`config.mk`:
```
export PLATFORM = sky130hd
export DESIGN_NAME = disp_arbiter
export DESIGN_NICKNAME = d
export VERILOG_FILES = /design/src/rtl/disp_arbiter.sv
export SDC_FILE = /design/constraint.sdc
export NUM_CORES = 1
export LEC_CHECK = 0
export ABC_CLOCK_PERIOD_IN_PS = 8490
export CORE_ASPECT_RATIO = 0.6
export CORE_UTILIZATION = 58
export CTS_CLUSTER_SIZE = 28
export DETAILED_ROUTE_END_ITERATION = 12
export GPL_TIMING_DRIVEN = 0
export PLACE_DENSITY = 0.94
export RECOVER_POWER = 50
export SETUP_SLACK_MARGIN = 0.05
export SLEW_MARGIN = 20
export SYNTH_ARGS = -nofsm -noshare
export SYNTH_HDL_FRONTEND = slang
export SYNTH_SLANG_ARGS = --single-unit
```
`constraint.sdc`:
```
create_clock -name clock -period 8.49 [get_ports clock]
set_clock_uncertainty 0.1 [all_clocks]
set_input_delay 1.2735 -clock clock [delete_from_list [all_inputs] [get_ports clock]]
set_output_delay 1.2735 -clock clock [all_outputs]
set_load 0.05 [all_outputs]
```
`src/rtl/disp_arbiter.sv`:
```
// rtl/disp_arbiter.sv - display ownership arbiter between calculator, messages and overflow blink
//
// Decides which source drives the display: the calculator result (CALC), a
// timed message from a requester (MSG), or a blinking overflow indication (OVF).
// All outputs are registered. Priority: ovw rising edge > newkey > msg_req > hold expiry.
//
// Ports:
//   clock      system clock, rising edge
//   resetn     asynchronous active-low reset
//   calc_val   calculator result value
//   calc_dots  calculator dot controls
//   ovw        calculator overflow level
//   newkey     single-cycle key-press pulse
//   msg_req    message request, held until msg_ack
//   msg_val    message value, valid while msg_req
//   msg_dots   message dot controls, valid while msg_req
//   msg_ack    single-cycle acknowledge of msg_req
//   value      value to the display
//   dots       dot controls to the display
//   src        current owner: 00 CALC, 01 MSG, 10 OVF
module disp_arbiter #(
  parameter int HOLD_CYCLES  = 5000000,
  parameter int BLINK_CYCLES = 1250000
) (
  input  logic        clock,
  input  logic        resetn,
  input  logic [15:0] calc_val,
  input  logic [3:0]  calc_dots,
  input  logic        ovw,
  input  logic        newkey,
  input  logic        msg_req,
  input  logic [15:0] msg_val,
  input  logic [3:0]  msg_dots,
  output logic        msg_ack,
  output logic [15:0] value,
  output logic [3:0]  dots,
  output logic [1:0]  src
);

  // Counters only ever hold 0..N-1, so clog2(N) bits suffice and never wrap.
  localparam int HW = (HOLD_CYCLES  > 1) ? $clog2(HOLD_CYCLES)  : 1;
  localparam int BW = (BLINK_CYCLES > 1) ? $clog2(BLINK_CYCLES) : 1;
  localparam logic [HW-1:0] HOLD_LOAD  = HW'(HOLD_CYCLES - 1);
  localparam logic [BW-1:0] BLINK_LAST = BW'(BLINK_CYCLES - 1);

  typedef enum logic [1:0] {
    S_CALC = 2'b00,
    S_MSG  = 2'b01,
    S_OVF  = 2'b10
  } state_t;

  state_t        state_q, state_n;
  logic          ovw_q;
  logic [HW-1:0] hold_q, hold_n;
  logic [BW-1:0] blink_q, blink_n;
  logic          phase_q, phase_n;
  logic [15:0]   mval_q, mval_n;
  logic [3:0]    mdots_q, mdots_n;
  logic [15:0]   value_n;
  logic [3:0]    dots_n;
  logic          ack_n;
  logic          ovw_rise;
  logic          req_new;

  assign ovw_rise = ovw & ~ovw_q;
  // While msg_ack is high the requester has not yet seen it, so a high msg_req
  // in that cycle is the old request; one cycle later it counts as a new one.
  assign req_new  = msg_req & ~msg_ack;
  assign src      = state_q;

  always_ff @(posedge clock or negedge resetn) begin
    if (!resetn) begin
      state_q <= S_CALC;
      ovw_q   <= 1'b0;
      hold_q  <= '0;
      blink_q <= '0;
      phase_q <= 1'b0;
      mval_q  <= '0;
      mdots_q <= '0;
      value   <= '0;
      dots    <= '0;
      msg_ack <= 1'b0;
    end else begin
      state_q <= state_n;
      ovw_q   <= ovw;
      hold_q  <= hold_n;
      blink_q <= blink_n;
      phase_q <= phase_n;
      mval_q  <= mval_n;
      mdots_q <= mdots_n;
      value   <= value_n;
      dots    <= dots_n;
      msg_ack <= ack_n;
    end
  end

  always_comb begin
    state_n = state_q;
    hold_n  = hold_q;
    blink_n = blink_q;
    phase_n = phase_q;
    mval_n  = mval_q;
    mdots_n = mdots_q;
    ack_n   = 1'b0;
    value_n = calc_val;
    dots_n  = calc_dots;

    if (ovw_rise) begin
      state_n = S_OVF;
      blink_n = '0;
      phase_n = 1'b0;
    end else begin
      case (state_q)
        S_CALC: begin
          if (req_new) begin
            state_n = S_MSG;
            ack_n   = 1'b1;
            mval_n  = msg_val;
            mdots_n = msg_dots;
            hold_n  = HOLD_LOAD;
          end
        end
        S_MSG: begin
          if (newkey) begin
            state_n = S_CALC;
          end else if (req_new) begin
            ack_n   = 1'b1;
            mval_n  = msg_val;
            mdots_n = msg_dots;
            hold_n  = HOLD_LOAD;
          end else if (hold_q == '0) begin
            state_n = S_CALC;
          end else begin
            hold_n = hold_q - HW'(1'b1);
          end
        end
        S_OVF: begin
          if (!ovw) begin
            state_n = S_CALC;
          end else if (blink_q == BLINK_LAST) begin
            blink_n = '0;
            phase_n = ~phase_q;
          end else begin
            blink_n = blink_q + BW'(1'b1);
          end
        end
        default: state_n = S_CALC;
      endcase
    end

    // Display data follows the next owner so value and src switch together.
    case (state_n)
      S_MSG: begin
        value_n = mval_n;
        dots_n  = mdots_n;
      end
      S_OVF: begin
        value_n = phase_n ? 16'hEEEE : calc_val;
        dots_n  = 4'b0000;
      end
      default: begin
        value_n = calc_val;
        dots_n  = calc_dots;
      end
    endcase
  end

endmodule

```
==> results.json <==
{
  "worstPathRequired_ns": 8.20,
  "ys_warn_count": 0,
  "synth_top_cell_area_share": 0.5243,
  "clockBufferDepth": 2,
  "gp_congestion": 0.8923,
  "syn-num-nets": 462,
  "crit_family": "buffers and inverters",
  "area_growth_pct": 25.63,
  "synthFlopType": "dfrtp_1",
  "rrSetupSlack_ns": 4.50,
  "ys_seq_area_frac": 0.5243,
  "critPathSlowestCell": "clkbuf_1",
  "synth_top_cells_by_area": "dfrtp_1 52%, mux2_2 5.3%, nand2_1 3.5%",
  "cp-end-kind": "asynchronous set/reset pin",
  "hold_path_class": "reg2reg",
  "grt_pass1_wl_um": 19980,
  "holdWs_ns": 0.4015,
  "avgRoutedWirePerCell_um": 21.25,
  "cp.arrival_ns": 4.75,
  "overflow": 0,
  "n_fill_cell": 391,
  "setup_ws_ns": 3.449,
  "fin_cells": 584,
  "cts_tree": "built",
  "path_max_fanout": 57,
  "core_region_area_um2": 6878,
  "cts_resized": 0,
  "fin_nets": 541,
  "report.final.setup_viol": 0,
  "clock_sinks": 89,
  "drtPass1Iterations": 5,
  "htree_levels": 3,
  "violations": "capacitance limit, slew limit",
  "p_leak_nw": 2.194,
  "cts_setup_buffers": 0,
  "diodes": 0,
  "hpwl_um": 8087,
  "yosys-top-cells-count": "89 x dfrtp_1, 40 x nand2_1, 26 x nor2_1, 23 x a21oi_1, 23 x o21ai_0",
  "max_stage_delay_ns": 2.19,
  "placementRows": 23,
  "portBuffers": 67,
  "rsz0062_at_grt": "false",
  "root_buffer": "clkbuf_16",
  "netlist.top_cell.by_area": "dfrtp_1",
  "grt_pass1_vias": 3911,
  "layout-drive-gt1-share": 0.09658,
  "finalCritPeriodShare": 0.5938,
  "synth-edff-count": 0,
  "max-vdd-ir-drop_v": 0.0002554,
  "fin_setup_tns_ns": 0,
  "drtIter0Drc": 431,
  "report.final.slew_viol_count": 92,
  "clk_latency_ns": 0.35,
  "die_w_um": 112.5,
  "dr_total_vias": 3872,
  "path_clk_slew_ns": 0.07,
  "syn_area_um2": 4248,
  "grt_antenna_before_repair": 0,
  "hold_viol": 0,
  "grt_max_degree": 58,
  "start_util": 0.6176,
  "numCtsBuffers": 9,
  "tightestPinTransition_ns": 2.983,
  "via_per_inst": 6.630,
  "p_per_area_nw_per_um2": 218.8,
  "drv_cap": 2,
  "synthCells": 413,
  "synth_most_common_cell": "dfrtp_1",
  "pre_cts_slack_ns": 3.988,
  "ios": 68,
  "ys_seq_elements": 89,
  "grtUsageTotal": 0.3516,
  "path_cells": "clkbuf_1 -> clkbuf_1",
  "synthDistinctLibCells": 52,
  "ant_nets": 0,
  "ys_async_sr_fraction": 1.000,
  "startpoint_type": "input port",
  "place_inst": 568,
  "fin_crit_ns": 5.041,
  "synth.avg_cell_area_um2": 10.29,
  "die_h_um": 68.29,
  "cts_hold_buf": 0,
  "die-area_um2": 7681,
  "routed_wl_um": 12410,
  "drc_errors": 0,
  "cpMostUsedCell": "clkbuf_1",
  "slew_headroom": -0.9885,
  "status": "complete, but fails checks",
  "path_class": "in2async",
  "max_freq_mhz": 198.4,
  "crit_buf_inv": 2
}
==> power by group <==
group	internal (mW)	switching, mW
clock	0.240	0.180
sequential	0.472	0.0274
combinational	0.0912	0.157
==> cells by family (layout without fill, tap and decap cells) <==
group,Yosys count,in the layout,synth area share
buffers and inverters,31,115,0.03122
flip-flops,89,89,0.5243
AND/OR/NAND/NOR,156,156,0.1965
multiplexers,23,23,0.06009
adder cells (fa/ha/maj),4,4,0.01178
XOR/XNOR,13,13,0.02680
AO/OA/AOI/OAI,97,97,0.1493
==> cells in the final DEF, fill, tap and decap left out, types with 3 or more instances in the layout <==
cell type         n
a31oi_1           5
mux2i_1           3
o21ai_1           3
o211ai_1          3
clkdlybuf4s50_1  61
inv_6             3
nor3_1           15
and2_1            3
nand4b_1          3
nand4_1           7
dlygate4sd3_1     5
o2bb2ai_1         4
o21a_1            3
o31ai_1           8
nand3_1          15
mux2_2           19
nor2b_1           4
inv_1            10
clkbuf_1         16
o21ai_0          23
nor2_1           26
nor4b_1           3
a21oi_1          23
dfrtp_1          89
xor2_1           11
or4_1             8
nor4_1            5
nand2_1          40
clkbuf_16         9
and3_1            5
ha_1              4
or3_1             6
buf_1             3
or2_2             3
nand2b_1          5
a2bb2oi_1        12
==> final timing paths <==
kind | from | end | cells past startpoint
min in group asynchronous | resetn | mval_q[7]$_DFF_PN0_ | 1
max reg2reg | hold_q[3]$_DFFE_PN0P_ | value[7]$_DFF_PN0_ | 12
max in group clock | ovw | value[7]$_DFF_PN0_ | 12
min | blink_q[20]$_DFFE_PN0P_ | blink_q[20]$_DFFE_PN0P_ | 1
max | resetn | mval_q[10]$_DFF_PN0_ | 2
min reg2reg | blink_q[20]$_DFFE_PN0P_ | blink_q[20]$_DFFE_PN0P_ | 1
==> per-layer routing <==
metal  vias to the layer above  wire [µm]  global-route usage
li1                       1664          -                   -
met1                      1892       5077              0.4441
met2                       275       5623              0.5660
met3                        41       1377              0.1267
met4                         0        330              0.1367
met5                         -          0                   0
==> registers in the layout, summed over array words and instances, names as in the netlist <==
signal   cells
src          2
value       16
ovw_q        1
hold_q      23
msg_ack      1
mdots_q      4
phase_q      1
blink_q     21
dots         4
mval_q      16
==> per-stage QoR <==
stage	util	instance area, µm²	power [mW]
final	0.7759	5336	1.168
after global routing	0.7759	5336	1.203
after detailed placement	0.7346	5052	0.7465
after floorplan	-	4248	0.6442
after CTS	0.7799	5364	1.170
after global placement	0.7309	5027	0.7288
==> worst register-to-register path, cell delays in order (launching register included) <==
cell and delay [ns]:
dfrtp_1 0.46, or4_4 0.60, or4_1 0.40, buf_2 0.17
nand4b_4 0.20, a21oi_2 0.21, buf_6 0.16, buf_6 0.15
ha_1 0.25, clkbuf_1 0.23, nor2_1 0.29, clkbuf_1 0.45
a2bb2oi_1 0.18
==> final cells by class <==
cell class              instances  area [µm²]  area share
well taps                      87       108.9     0.02040
inverters                      11       41.29    0.007737
clock buffers                  10       239.0     0.04478
multi-input cells             293        1888      0.3538
plain buffers                  20       91.34     0.01712
repair buffers                 68       668.1      0.1252
clock inverters                 6       72.57     0.01360
flip-flops and latches         89        2227      0.4174
Note: power is estimated with default switching activity, not from simulation.
